### src/rtl/mult_pkg.sv
// Shared sizing constants and helpers for the multiplier feed path.
package mult_pkg;

  localparam int unsigned SAMPLE_W       = 8;
  localparam int unsigned FEED_DEPTH     = 4;
  localparam int unsigned UNDERRUN_CNT_W = 8;

  function automatic logic [UNDERRUN_CNT_W-1:0] sat_inc(input logic [UNDERRUN_CNT_W-1:0] v);
    return (v == '1) ? v : v + 1'b1;
  endfunction

endpackage

### src/rtl/mult_feeder_if.sv
// Producer push handshake plus multiplier grant/operand path.
interface mult_feeder_if
  import mult_pkg::*;
#(
  parameter int unsigned WIDTH = SAMPLE_W
) ();

  logic [WIDTH-1:0] in_data;
  logic             in_valid;
  logic             in_ready;
  logic             input_grant;
  logic [WIDTH-1:0] d;

  modport master (
    output in_data,
    output in_valid,
    output input_grant,
    input  in_ready,
    input  d
  );

  modport slave (
    input  in_data,
    input  in_valid,
    input  input_grant,
    output in_ready,
    output d
  );

endinterface

### src/rtl/mult_feeder_mem.sv
// Sample storage: register array, one write port, asynchronous read port.
module mult_feeder_mem #(
  parameter int unsigned DEPTH = 4,
  parameter int unsigned WIDTH = 8,
  localparam int unsigned AW   = $clog2(DEPTH)
) (
  input  logic             clk_i,
  input  logic             we_i,
  input  logic [AW-1:0]    waddr_i,
  input  logic [WIDTH-1:0] wdata_i,
  input  logic [AW-1:0]    raddr_i,
  output logic [WIDTH-1:0] rdata_o
);

  logic [WIDTH-1:0] mem_q [DEPTH];

  always_ff @(posedge clk_i) begin
    if (we_i) begin
      mem_q[waddr_i] <= wdata_i;
    end
  end

  assign rdata_o = mem_q[raddr_i];

endmodule

### src/rtl/mult_feeder.sv
// Sample FIFO feeding a multiplier operand; pops on grant, tracks underruns.
module mult_feeder
  import mult_pkg::*;
#(
  parameter int unsigned DEPTH = FEED_DEPTH,
  parameter int unsigned WIDTH = SAMPLE_W,
  localparam int unsigned AW   = $clog2(DEPTH),
  localparam int unsigned LW   = AW + 1
) (
  input  logic                      clk,
  input  logic                      rst,
  mult_feeder_if.slave              bus,
  input  logic                      clr_underrun,
  output logic [LW-1:0]             level,
  output logic                      full,
  output logic                      empty,
  output logic                      underrun,
  output logic [UNDERRUN_CNT_W-1:0] underrun_cnt
);

  logic [AW-1:0]             wptr_q, wptr_d;
  logic [AW-1:0]             rptr_q, rptr_d;
  logic [LW-1:0]             level_q, level_d;
  logic                      underrun_q, underrun_d;
  logic [UNDERRUN_CNT_W-1:0] cnt_q, cnt_d;
  logic [WIDTH-1:0]          head;
  logic                      push, pop, und_evt;

  assign full    = (level_q == LW'(DEPTH));
  assign empty   = (level_q == '0);
  // A pop never frees a slot for a same-cycle push: in_ready depends on state only.
  assign push    = bus.in_valid && !full;
  assign pop     = bus.input_grant && !empty;
  assign und_evt = bus.input_grant && empty;

  always_comb begin
    wptr_d     = push ? wptr_q + AW'(1) : wptr_q;
    rptr_d     = pop ? rptr_q + AW'(1) : rptr_q;
    level_d    = level_q + LW'(push) - LW'(pop);
    underrun_d = underrun_q;
    cnt_d      = cnt_q;
    if (clr_underrun) begin
      underrun_d = und_evt;
      cnt_d      = und_evt ? UNDERRUN_CNT_W'(1) : '0;
    end else if (und_evt) begin
      underrun_d = 1'b1;
      cnt_d      = sat_inc(cnt_q);
    end
  end

  always_ff @(posedge clk or posedge rst) begin
    if (rst) begin
      wptr_q     <= '0;
      rptr_q     <= '0;
      level_q    <= '0;
      underrun_q <= 1'b0;
      cnt_q      <= '0;
    end else begin
      wptr_q     <= wptr_d;
      rptr_q     <= rptr_d;
      level_q    <= level_d;
      underrun_q <= underrun_d;
      cnt_q      <= cnt_d;
    end
  end

  mult_feeder_mem #(
    .DEPTH (DEPTH),
    .WIDTH (WIDTH)
  ) u_mem (
    .clk_i   (clk),
    .we_i    (push),
    .waddr_i (wptr_q),
    .wdata_i (bus.in_data),
    .raddr_i (rptr_q),
    .rdata_o (head)
  );

  // Stale storage is masked so d reads zero whenever nothing is queued.
  assign bus.d        = empty ? '0 : head;
  assign bus.in_ready = !full;
  assign level        = level_q;
  assign underrun     = underrun_q;
  assign underrun_cnt = cnt_q;

endmodule
### src/flat_wrapper.sv
// flat-port wrapper written by rule: the top's interface ports become plain ports
module mult_feeder_flat import mult_pkg::*;
#(
  parameter int unsigned DEPTH = FEED_DEPTH,
  parameter int unsigned WIDTH = SAMPLE_W,
  localparam int unsigned AW   = $clog2(DEPTH),
  localparam int unsigned LW   = AW + 1
)
  (clk, rst, clr_underrun, level, full, empty, underrun, underrun_cnt, bus_in_data, bus_in_valid, bus_input_grant, bus_in_ready, bus_d);
  mult_feeder_if #(.WIDTH(WIDTH)) bus_i ();
  input  logic clk;
  input  logic rst;
  input  logic clr_underrun;
  output logic [LW-1:0] level;
  output logic full;
  output logic empty;
  output logic underrun;
  output logic [UNDERRUN_CNT_W-1:0] underrun_cnt;
  input wire logic [$bits(bus_i.in_data)-1:0] bus_in_data;
  input wire logic [$bits(bus_i.in_valid)-1:0] bus_in_valid;
  input wire logic [$bits(bus_i.input_grant)-1:0] bus_input_grant;
  output wire logic [$bits(bus_i.in_ready)-1:0] bus_in_ready;
  output wire logic [$bits(bus_i.d)-1:0] bus_d;
  assign bus_i.in_data = bus_in_data;
  assign bus_i.in_valid = bus_in_valid;
  assign bus_i.input_grant = bus_input_grant;
  assign bus_in_ready = bus_i.in_ready;
  assign bus_d = bus_i.d;
  mult_feeder #(.DEPTH(DEPTH), .WIDTH(WIDTH)) u_core (.clk(clk), .rst(rst), .bus(bus_i), .clr_underrun(clr_underrun), .level(level), .full(full), .empty(empty), .underrun(underrun), .underrun_cnt(underrun_cnt));
endmodule
### config.mk
export PLATFORM = sky130hd
export DESIGN_NAME = mult_feeder_flat
export DESIGN_NICKNAME = d
export VERILOG_FILES = /design/src/rtl/mult_pkg.sv /design/src/rtl/mult_feeder_if.sv /design/src/rtl/mult_feeder_mem.sv /design/src/rtl/mult_feeder.sv /design/src/flat_wrapper.sv
export SDC_FILE = /design/constraint.sdc
export NUM_CORES = 1
export LEC_CHECK = 0
export ABC_AREA = 1
export CAP_MARGIN = 0
export CORE_UTILIZATION = 52
export DETAILED_ROUTE_END_ITERATION = 10
export PLACE_DENSITY = 0.83
export SYNTH_ARGS = -nofsm -noshare
export SYNTH_HDL_FRONTEND = slang
export SYNTH_SLANG_ARGS = --single-unit
### constraint.sdc
create_clock -name clk -period 2.11 [get_ports clk]
set_input_delay 0.5275 -clock clk [delete_from_list [all_inputs] [get_ports clk]]
set_output_delay 0.5275 -clock clk [all_outputs]
set_load 0.02 [all_outputs]
== After elaboration in Yosys (flattened, before gate mapping) ==
Memory sizes are Yosys's and may differ from the RTL's.
Index checks and enable logic that the tools add are counted.
Widths: inputs -> output; s select.
Storage, ports and cells
  logic and storage cells: 31
  bits in registers: 16
  output and inout bits: 23
  input bits: 13
  memories: 1
  memory bits (writable): 32
Memory list
  u_core.u_mem.mem_q: depth 4, width 8, read ports 1, clocked after Yosys merged registers in 0, write ports 1, RTL line mult_feeder_mem.sv:15  | logic [WIDTH-1:0] mem_q [DEPTH];
Cells by class
  equal/unequal tests: 3
  reduce and logical (&&, ||, !) cells: 8
  add/sub/neg operators: 5
  muxes and demuxes: 9
Operators by type and width (count)
  $mux 8: 4
  $add 8x1->8 const B: 1
  $eq 8x8->1 const B: 1
  $mux 1: 5
  $add 2x1->2 const B: 2
  $add 3x1->3: 1
  $eq 3x3->1 const B: 1
  $logic_and 1x1->1: 3
  $logic_not 3->1: 1
  $sub 3x1->3: 1
  $logic_not 1->1: 2
  $ne 2x2->1 const B: 1
  $reduce_and 2->1: 1
  $reduce_bool 2->1: 1

== Logic depth before layout (Yosys ltp) ==
  word-level depth: 5
  mapped depth: 8
  depth with buffers taken out: 8

== Hierarchy ==
Synthesis repeated with hierarchy kept, for this count alone.
Unflattened totals
  cells, all modules: 268
  area total of the unflattened synthesis: 2404.8 µm²
By module, submodules not included
  mult_feeder_mem: area each 1387.6 µm², sequential area each 960.9 µm², instances 1, cells an instance 133
  mult_feeder: area each 1017.2 µm², sequential area each 400.4 µm², instances 1, cells an instance 135

== Worst setup path after synthesis ==
Ideal clock, no wire load.
  kind: register to register
  start point: register u_core.level_q[1] (netlist: u_core.level[1])
  end point: register u_core.level_q[2] (netlist: u_core.level[2])
  data required time: 1.987 ns
  cell stages (with the launch flop): 9
  slack: -0.082 ns
  path buffers: 0
  clock period less this slack: 2.192 ns
  setup time: 0.123 ns
  arrival: 2.069 ns
  cells stage by stage: dfrtp_1 > nor3_4 > nor2_4 > ha_1 > inv_1 > ha_1 > inv_1 > fa_1 > xnor2_1
On the way
  elaborated cells on any way between the ends: 8
  those cells by class: 2 x add/sub; 1 x eq/ne; 5 x reduce/logical
RTL lines
  start, declared: RTL line mult_feeder.sv:23  | logic [LW-1:0] level_q, level_d;
  start signal, assigned: RTL line mult_feeder.sv:61  | level_q <= level_d;
  $logic_not 3->1: RTL line mult_feeder.sv:30  | assign empty = (level_q == '0);
  via empty: RTL line flat_wrapper.sv:16  | output logic empty;
  $logic_not 1->1: RTL line mult_feeder.sv:33  | assign pop = bus.input_grant && !empty;
  $logic_and 1x1->1: RTL line mult_feeder.sv:33
  via u_core.pop: RTL line mult_feeder.sv:27  | logic push, pop, und_evt;
  $sub 3x1->3: RTL line mult_feeder.sv:39  | level_d = level_q + LW'(push) - LW'(pop);
  via u_core.level_d[2]: RTL line mult_feeder.sv:23
The timed path passes the listed nets, and every way through them passes these cells.
A chain may end at the register's enable or synchronous reset.

== Worst setup path after layout ==
  start point: register u_core.level_q[1] (netlist: u_core.level[1])
  end point: output empty
On the way
  word-level cells in the longest chain between the ends: 1
RTL lines (RTL line)
  $logic_not 3->1: mult_feeder.sv:30
  end, declared: flat_wrapper.sv:16
No other way between the ends.

==> flow_summary_export.csv <==
group,metric,value,unit
placed_design,postPlaceCellArea,2730,um2
timing,tightest_slew,0.598,ns
detailed_routing,routedWlPerCell,12.5,um
clocking,clockRootBuffer,"clkbuf_8",
timing,clock_skew,0.00439,ns
status,outcome,"complete, no violations",
placed_design,dp_hpwl,2790,um
pwr,vdd_drop_max,0.000674,V
timing,min_period,2.06,ns
final_layout,stdcell_area,2810,um2
clocking,hold_buffers,0,
die,initial_core_util,54.3,%
clocking,cts_made_buffers,5,
timing,setup_viol,0,
timing,slew_violations,0,
die,core-area,4030,um2
final_layout,utilization,69.8,%
yosys,synth-seq-cells,48,
grt,grt_pass1_wl,6250,um
detailed_routing,via_per_inst,4.94,
setup_path,reg2reg_from,"u_core.level[1]",
detailed_routing,antenna_left,0,
setup_path,endpoint,"empty",
timing,fmax,486,MHz
yosys,syn_nets,229,
clocking,cts_max_path_buffers,2,
die,rows,23,
yosys,yosysTopAreaCell,"edfxtp_1",
final_layout,final_common_cell,"nor2_1",
setup_path,r2r-end,"u_core.level[2]",
final_layout,drive_gt1_share,19.2,%
setup_path,path_max_fanout,9,
yosys,synth_seq_area_share,62.2,%
setup_path,crit_required,1.58,ns
grt,grt_antenna_before_repair,0,
die,die_y,66.9,um
hold_path,hp-class,"reg -> reg",
setup_path,endpoint_kind,"primary output",
pwr,power,3.68,mW
yosys,synthesis.area,2190,um2
setup_path,worstPathCellList,"nor3_4 > buf_12 > dlygate4sd2_1",
die,die_w,66.9,um
timing,fin_crit_sh,97.4,%
timing,slew_headroom,60.1,%
setup_path,startpoint_type,"register",
die,die_area,4470,um2
yosys,synth_cell_types,25,
placed_design,place_congestion,0.834,
setup_path,r2r_slack,0.09,ns
yosys,yosys_warnings,0,
grt,grt_overflow_total,0,
setup_path,worstSetupStartpoint,"u_core.level[1]",
grt,grt_max_degree,17,
timing,hold_viol,0,
yosys,synth_area_leaders,"edfxtp_1 44%, dfrtp_1 18%, nor2_1 7.2%",
setup_path,crit_arrival,1.53,ns
final_layout,fin_nets,286,
setup_path,crit_type,"reg -> out",
grt,grt_pass1_vias,1330,
final_layout,antenna_cells,0,
setup_path,worstRegToRegCells,9,
yosys,synth_area_per_cell,10.5,um2
detailed_routing,drc_errors,0,
clocking,cts_tree,"done",
final_layout,area_growth,28.3,%
placed_design,io_buffers,35,
clocking,clk-insertion-delay-late,0.29,ns
detailed_routing,vias,1562,
detailed_routing,drt-initial-drc-count,73,
timing,grt_setup_unrepaired,"yes",
flow_run,drv_cap,0,
detailed_routing,routed_wl,3960,um
pwr,power_density,1310,nW/um2
detailed_routing,firstDrtPassIters,4,
die,io_pins,36,
clocking,cts_sinks,48,
clocking,clkTransAtPathRegs,0.08,ns
clocking,htree_num_levels,2,
setup_path,critPathSlowestCell,"dfrtp_2",
setup_path,slowest_delay,0.46,ns
final_layout,final_cell_mix,"42 x nor2_1, 32 x edfxtp_1, 24 x clkdlybuf4s50_1",
grt,track_usage,19.6,%
hold_path,min_path_cells,2,
yosys,synthCells,208,
pwr,leakage,1.17,nW
yosys,synth.top_cell.area_share,43.9,%
==> logic make-up after synthesis <==
logic type,share of synthesized area [%]
flip-flops,62.2
buffers and inverters,5.60
AO/OA/AOI/OAI,8.57
AND/OR/NAND/NOR,16.7
XOR/XNOR,2.00
adder cells (fa/ha/maj),4.91
==> repair_timing <==
| action | in CTS | in global routing |
|---|---|---|
| endpoints found under the setup margin | 11 | 9 |
| setup buffers | 0 | 3 |
| cloned | 0 | 0 |
| pin swaps | 0 | 3 |
| gates resized for setup | 25 | 16 |
==> layer usage <==
layer	GRT usage (%)	up-vias	part of all wire (%)
met5	0	-	0
met4	6.38	0	0.35
met1	26.0	735	44
li1	-	799	-
met2	31.6	26	52
met3	4.62	2	3.1
==> final cells by class <==
class / instances / area, um2
sequential: 48 / 1370
tap: 50 / 62.6
fill: 289 / 1220
clock buffer: 5 / 68.8
timing repair buffer: 55 / 497
clock inverter: 3 / 18.8
inverter: 24 / 92.6
multi-input combinational: 131 / 706
==> flip-flops by register name (all words and copies together), names as in the netlist <==
signal,flops
u_core.rptr_q,2
u_core.underrun_cnt,8
u_core.u_mem.mem_q,32
u_core.wptr_q,2
u_core.underrun,1
u_core.level,3
==> power breakdown <==
part,total (mW),switching (mW),internal (mW)
sequential,1.39,0.148,1.24
combinational,1.78,0.987,0.789
clock,0.516,0.286,0.230
==> critical path: cells and delay by family, from the launching register on <==
kind	cells	cell delay [ns]
and+or+nand+nor	1	0.28
DFF	1	0.46
buffers and inverters	2	0.49
==> metrics by stage <==
step           setup TNS, ns  hold slack, ns  std cells  worst slack, ns
2_1_floorplan        -0.0474           0.441        208          -0.0247
3_3_place_gp          -0.292           0.468        305           -0.147
3_5_place_dp          -0.432           0.471        305           -0.204
4_1_cts                    0           0.491        313          0.00510
5_1_grt              -0.0227           0.522        316          -0.0142
6_report                   0           0.488        316           0.0543
==> worst min path at each step <==
stage / startpoint / end
6_report: u_core.underrun / u_core.underrun
4_1_cts: u_core.underrun / u_core.underrun
5_1_grt: u_core.underrun / u_core.underrun
3_5_place_dp: u_core.underrun / u_core.underrun
3_3_place_gp: u_core.underrun / u_core.underrun
2_1_floorplan: rst / u_core.level[0]
==> cells in the mapped netlist (all sizes together) <==
cell / n
edfxtp: 32
fa: 1
ha: 7
o21bai: 1
nor3: 1
nand3: 10
buf: 4
nor2: 45
a21oi: 13
clkbuf: 1
xor2: 3
dfrtp: 16
xnor2: 2
nand2: 25
inv: 22
o21ai: 23
clkinv: 2
No activity file was read; power rests on OpenSTA's default activity.
